$ cat src/rtl/proc_ctrl_pkg.sv
// Shared encodings for the phased processor sequencer: FSM states, opcodes
// and halt-cause codes.
package proc_ctrl_pkg;

   typedef enum logic [2:0] {
      S_IDLE   = 3'd0,
      S_FETCH  = 3'd1,
      S_DECODE = 3'd2,
      S_EXEC   = 3'd3,
      S_MEM    = 3'd4,
      S_WB     = 3'd5
   } state_t;

   localparam logic [1:0] OP_ADD = 2'b00;
   localparam logic [1:0] OP_LD  = 2'b01;
   localparam logic [1:0] OP_ST  = 2'b10;
   localparam logic [1:0] OP_BR  = 2'b11;

   localparam logic [1:0] HC_NONE = 2'b00;
   localparam logic [1:0] HC_BP   = 2'b01;
   localparam logic [1:0] HC_REQ  = 2'b10;

   // True in the last phase of an instruction: the phase whose exit commits it.
   function automatic logic is_commit(input state_t s, input logic [1:0] op);
      return (s == S_WB) ||
             (s == S_EXEC && op == OP_BR) ||
             (s == S_MEM  && op == OP_ST);
   endfunction

endpackage

$ cat src/rtl/bp_unit.sv
// PC breakpoint comparator with a one-shot skip flag that lets execution
// resume past the PC it stopped on.
module bp_unit #(
   parameter int PC_W = 8
) (
   input  logic            clk,
   input  logic            clr,
   input  logic            bp_en,
   input  logic [PC_W-1:0] bp_addr,
   input  logic [PC_W-1:0] pc,
   input  logic            skip_set,
   input  logic            skip_clr,
   output logic            hit,
   output logic            skip
);

   always_ff @(posedge clk) begin
      if (clr)
         skip <= 1'b0;
      else if (skip_set)
         skip <= 1'b1;
      else if (skip_clr)
         skip <= 1'b0;
   end

   assign hit = bp_en && (pc == bp_addr) && !skip;

endmodule

$ cat src/rtl/proc_seq_ctrl.sv
// Multi-cycle sequencer: steps the datapath through FETCH/DECODE/EXEC/MEM/WB
// on each tick, with run, single-step, halt request and PC breakpoint control.
module proc_seq_ctrl
   import proc_ctrl_pkg::*;
#(
   parameter int PC_W  = 8,
   parameter int CNT_W = 16
) (
   input  logic             clk,
   input  logic             clr,
   input  logic             tick,
   input  logic             run,
   input  logic             step,
   input  logic             halt_req,
   input  logic             bp_en,
   input  logic [PC_W-1:0]  bp_addr,
   input  logic [PC_W-1:0]  pc,
   input  logic [1:0]       op,
   output logic             ir_we,
   output logic             pc_we,
   output logic             reg_we,
   output logic             mem_re,
   output logic             mem_we,
   output logic [2:0]       state,
   output logic             halted,
   output logic [1:0]       halt_cause,
   output logic [CNT_W-1:0] instr_cnt
);

   state_t st;
   logic   cont;
   logic   step_pend;
   logic   halt_pend;
   logic   run_q;
   logic   bp_hit;
   logic   bp_skip;

   logic tk, fetch_ok, commit, run_fall, halt_now;
   logic launch_run, launch_step, skip_set;

   // clr suppresses every advance, so a reset mid-instruction emits no pulse
   assign tk          = tick && !clr;
   assign fetch_ok    = tk && (st == S_FETCH) && !bp_hit;
   assign commit      = tk && is_commit(st, op);
   assign run_fall    = run_q && !run;
   assign halt_now    = halt_pend || halt_req;
   assign launch_run  = tk && (st == S_IDLE) && run && !halted && !halt_req;
   assign launch_step = tk && (st == S_IDLE) && !launch_run && (step || step_pend);
   assign skip_set    = launch_step || (halted && run_fall);

   assign ir_we  = fetch_ok;
   assign pc_we  = commit;
   assign reg_we = tk && (st == S_WB);
   assign mem_we = tk && (st == S_MEM) && (op == OP_ST);
   assign mem_re = !clr && ((st == S_MEM) || (st == S_WB)) && (op == OP_LD);
   assign state  = st;

   bp_unit #(.PC_W(PC_W)) u_bp (
      .clk      (clk),
      .clr      (clr),
      .bp_en    (bp_en),
      .bp_addr  (bp_addr),
      .pc       (pc),
      .skip_set (skip_set),
      .skip_clr (fetch_ok),
      .hit      (bp_hit),
      .skip     (bp_skip)
   );

   // Later assignments deliberately override earlier ones within a cycle
   always_ff @(posedge clk) begin
      if (clr) begin
         st         <= S_IDLE;
         cont       <= 1'b0;
         step_pend  <= 1'b0;
         halt_pend  <= 1'b0;
         run_q      <= 1'b0;
         halted     <= 1'b0;
         halt_cause <= HC_NONE;
         instr_cnt  <= '0;
      end else begin
         run_q <= run;
         if (step && st == S_IDLE)
            step_pend <= 1'b1;
         if (halt_req && st != S_IDLE)
            halt_pend <= 1'b1;
         if (halted && run_fall) begin
            halted     <= 1'b0;
            halt_cause <= HC_NONE;
         end
         if (halt_req && st == S_IDLE) begin
            halted     <= 1'b1;
            halt_cause <= HC_REQ;
         end

         if (tk) begin
            case (st)
               S_IDLE: begin
                  if (launch_run) begin
                     st        <= S_FETCH;
                     cont      <= 1'b1;
                     step_pend <= 1'b0;
                  end else if (launch_step) begin
                     st        <= S_FETCH;
                     cont      <= 1'b0;
                     step_pend <= 1'b0;
                  end
               end
               S_FETCH: begin
                  if (bp_hit) begin
                     st         <= S_IDLE;
                     halted     <= 1'b1;
                     halt_cause <= HC_BP;
                     halt_pend  <= 1'b0;
                  end else begin
                     st <= S_DECODE;
                  end
               end
               S_DECODE: st <= S_EXEC;
               S_EXEC: begin
                  case (op)
                     OP_ADD:       st <= S_WB;
                     OP_LD, OP_ST: st <= S_MEM;
                     default:      ;
                  endcase
               end
               S_MEM: begin
                  if (op == OP_LD)
                     st <= S_WB;
               end
               default: ;
            endcase
         end

         if (commit) begin
            instr_cnt <= instr_cnt + {{(CNT_W-1){1'b0}}, 1'b1};
            if (halt_now) begin
               st         <= S_IDLE;
               halted     <= 1'b1;
               halt_cause <= HC_REQ;
               halt_pend  <= 1'b0;
            end else if (cont && run) begin
               st <= S_FETCH;
            end else begin
               st <= S_IDLE;
            end
         end
      end
   end

endmodule

$ cat config.mk
export PLATFORM = sky130hd
export DESIGN_NAME = proc_seq_ctrl
export DESIGN_NICKNAME = d
export VERILOG_FILES = /design/src/rtl/proc_ctrl_pkg.sv /design/src/rtl/bp_unit.sv /design/src/rtl/proc_seq_ctrl.sv
export SDC_FILE = /design/constraint.sdc
export NUM_CORES = 1
export LEC_CHECK = 0
export CAP_MARGIN = 20
export CORE_ASPECT_RATIO = 2
export CORE_UTILIZATION = 48
export CTS_CLUSTER_DIAMETER = 100
export CTS_CLUSTER_SIZE = 40
export DETAILED_ROUTE_END_ITERATION = 10
export HOLD_SLACK_MARGIN = 0.03
export PLACE_DENSITY = 0.83
export REMOVE_ABC_BUFFERS = 1
export SLEW_MARGIN = 20
export SYNTH_ARGS = -nofsm -noshare
export SYNTH_HDL_FRONTEND = slang
export SYNTH_SLANG_ARGS = --single-unit
$ cat constraint.sdc
create_clock -name clk -period 4.8 [get_ports clk]
set_input_delay 0.96 -clock clk [delete_from_list [all_inputs] [get_ports clk]]
set_output_delay 0.96 -clock clk [all_outputs]
set_load 0.005 [all_outputs]
==> summary.txt <==
Run status
  • Outcome: finished, final reports clean

Pwr
  • Switching share of power: 25.68%
  • Leak: 0.7129 nW
  • Design internal power: 0.3412 mW
  • Peak VDD IR: 0.1362 mV
  • Power, Total: 0.4591 mW
  • Clock power frac: 27.6%
  • Combinational share of power: 19.3%
  • Sw power: 0.1179 mW
  • Pwr/cell area: 223.1 nW/um^2
  • Sequential share of power: 53.1%

Drt
  • Vias per Instance: 5.910
  • Via count: 1,513
  • Routed wire length: 3933 microns
  • Drt pass-1 iters: 4
  • Final ANT Viol Nets: 0
  • WL/cell: 15.36 microns
  • DRC viols: 0
  • Initial DRC Count: 60

STA
  • Slew Limit Fails: 0
  • Final hold viol count: 0
  • RSZ-0062 raised after global routing: false
  • Fmax: 0.2447 GHz
  • Slew at the pin closest to its max-slew limit: 701.6 ps
  • Setup tns final: 0 ps
  • Setup Skew: 1.969 ps
  • Setup violators final: 0
  • Final min period: 4086 ps
  • Slew margin rel.: 52.87%
  • Fin crit share: 85.13%
  • Final worst slack: 713.8 ps

Clock network
  • Clock net sink count: 27
  • Clock latency on the worst-skew pair: 270 ps
  • Postcts setup bufs: 0
  • CTS tree: yes
  • CTS Buffer Depth: 2
  • # H-tree levels: 1
  • # resized after CTS: 0
  • CTS buffer count: 3
  • Hold_buf cts: 0
  • Reg clk slew, reported paths: 90 ps
  • Clk Tree Root Cell: clkbuf_8

Yosys
  • Cell area after synthesis: 1498 sq um
  • Seq/Total Area, Yosys: 36.09%
  • Most frequent cells after synthesis: 27 x dfxtp_1, 19 x nor2_1, 14 x nand2_1, 14 x xnor2_1
  • Top-count cell post-synth: dfxtp_1
  • Cells after Synth: 178
  • Cell variety after synth: 42
  • Top cell type's share of synthesized area: 36.09%
  • Ys async rst share: 0%
  • Syn_area_per_cell: 8.414 sq um
  • Synth top area cells: dfxtp_1 36%, xnor2_1 8.2%, nor2_1 4.8%
  • Ys Warns: 0
  • Post-synth EDFFs: 0
  • Number of synthesized register bits: 27
  • Most used flip-flop cell after synthesis: dfxtp_1
  • Largest area contributor in the netlist: dfxtp_1

Floorplanning
  • Die area: 3361 sq um
  • Core ar.: 2978 sq um
  • Height of the die: 81.00 microns
  • Die Width: 41.50 microns
  • Initial Util: 50.29%
  • Row cnt: 28
  • Ports: 52

Global route
  • Vias in the first global route: 1,556
  • Grt total ovfl: 0
  • Largest net degree at the start of global routing: 30
  • Tot GR Track Use: 25.11%
  • Initial antenna violation count: 0
  • First-pass GRT wire length: 6589 microns

Place
  • Final Wtd Congestion: 0.9035
  • DP Worst Slack: 756.1 ps
  • I/O Buffers: 51
  • DP HPWL: 3076 microns

Final layout
  • Fillers: 246
  • Area grow syn2layout: 37.43%
  • Final #Nets: 256
  • Proportion of layout cells with a drive suffix above 1: 3.097%
  • ANT cells: 0

Critical path
  • Max FO, Critical Path: 12
  • CP required: 3840 ps
  • Data arrival, critical path: 3130 ps
  • Crit Path Class: input pin to primary output
  • Setup slack, reg-to-reg: 2450 ps
  • Crit start category: input pin
  • Critical Path End Type: primary output

Hold path
  • Worst Hold Class: flop to flop

Job
  • Max_cap viols: 0
-- stage by stage --
step / hold slack, ps / std cells / instance area, sq um / util (%)
after global placement: 467.9 / 252 / 2013 / 67.61
final: 489.7 / 256 / 2058 / 69.12
after global routing: 521.0 / 256 / 2058 / 69.12
after CTS: 498.2 / 256 / 2058 / 69.12
after detailed placement: 477.7 / 252 / 2013 / 67.61
after floorplan: 443.8 / 170 / 1458 / -
-- cell type report --
class	count	area, sq um	area share (%)
multi-input combinational	137	894.6	43.47
sequential	27	540.5	26.26
timing repair buffer	52	518.0	25.17
clock buffer	4	45.04	2.188
tap	30	37.54	1.824
inverter	6	22.52	1.094
-- layer usage --
| layer | GRT usage (%) | up-vias | wire length [microns] |
|---|---|---|---|
| li1 | - | 731 | - |
| met1 | 23.69 | 692 | 1328 |
| met2 | 50.63 | 78 | 2244 |
| met3 | 2.889 | 12 | 221 |
| met4 | 12.90 | 0 | 140 |
| met5 | 0 | - | 0 |
-- registers in the layout, summed over array words and instances (netlist names) --
signal      count
instr_cnt      16
halt_pend       1
halt_cause      2
halted          1
state           3
cont            1
step_pend       1
u_bp.skip       1
run_q           1
-- final timing paths --
path	start	end	depth (start not counted)
max	tick	pc_we	5
min	halt_cause[0]$_SDFF_PP0_	halt_cause[0]$_SDFF_PP0_	2
max reg2reg	state[0]$_SDFFE_PP0P_	state[1]$_SDFFE_PP0P_	6
min reg2reg	halt_cause[0]$_SDFF_PP0_	halt_cause[0]$_SDFF_PP0_	2
-- power by group through the flow --
stage | sequential [mW] | combinational [mW] | clock, mW
global route | 0.246 | 0.0964 | 0.139
floorplan | 0.247 | 0.0406 | 0
global placement | 0.248 | 0.0846 | 0
CTS | 0.244 | 0.0883 | 0.128
detailed placement | 0.249 | 0.0877 | 0
finish | 0.244 | 0.0886 | 0.127
-- critical path: stages --
cell and delay (ps):
clkdlybuf4s50_1 650, nand4bb_1 210, o22a_1 360, inv_1 360, clkdlybuf4s50_1 580
-- cells by family after synthesis --
logic type / count (synthesis) / share of synthesized area [%]
AND/OR/NAND/NOR: 82 / 31.16
AO/OA/AOI/OAI: 30 / 12.78
flip-flops: 27 / 36.09
XOR/XNOR: 19 / 11.11
buffers and inverters: 14 / 4.177
adder cells (fa/ha/maj): 4 / 3.342
multiplexers: 2 / 1.337
-- cells in the final DEF, fill, tap and decap left out, drive strengths merged, types with 2 or more instances in the layout --
cell,instances
nand3,7
nor2,19
a21oi,8
o21ai,8
nand4bb,2
nand2,14
ha,4
or3,3
inv,6
or4,3
nor2b,4
mux2i,2
o31ai,2
clkdlybuf4s50,51
xor2,5
xnor2,14
nor3,5
dfxtp,27
nand3b,4
nor4,2
a41oi,2
nand4,6
nand2b,5
clkbuf,4
a211oi,3
nor4b,2
Power figures use the tool's default switching activity.
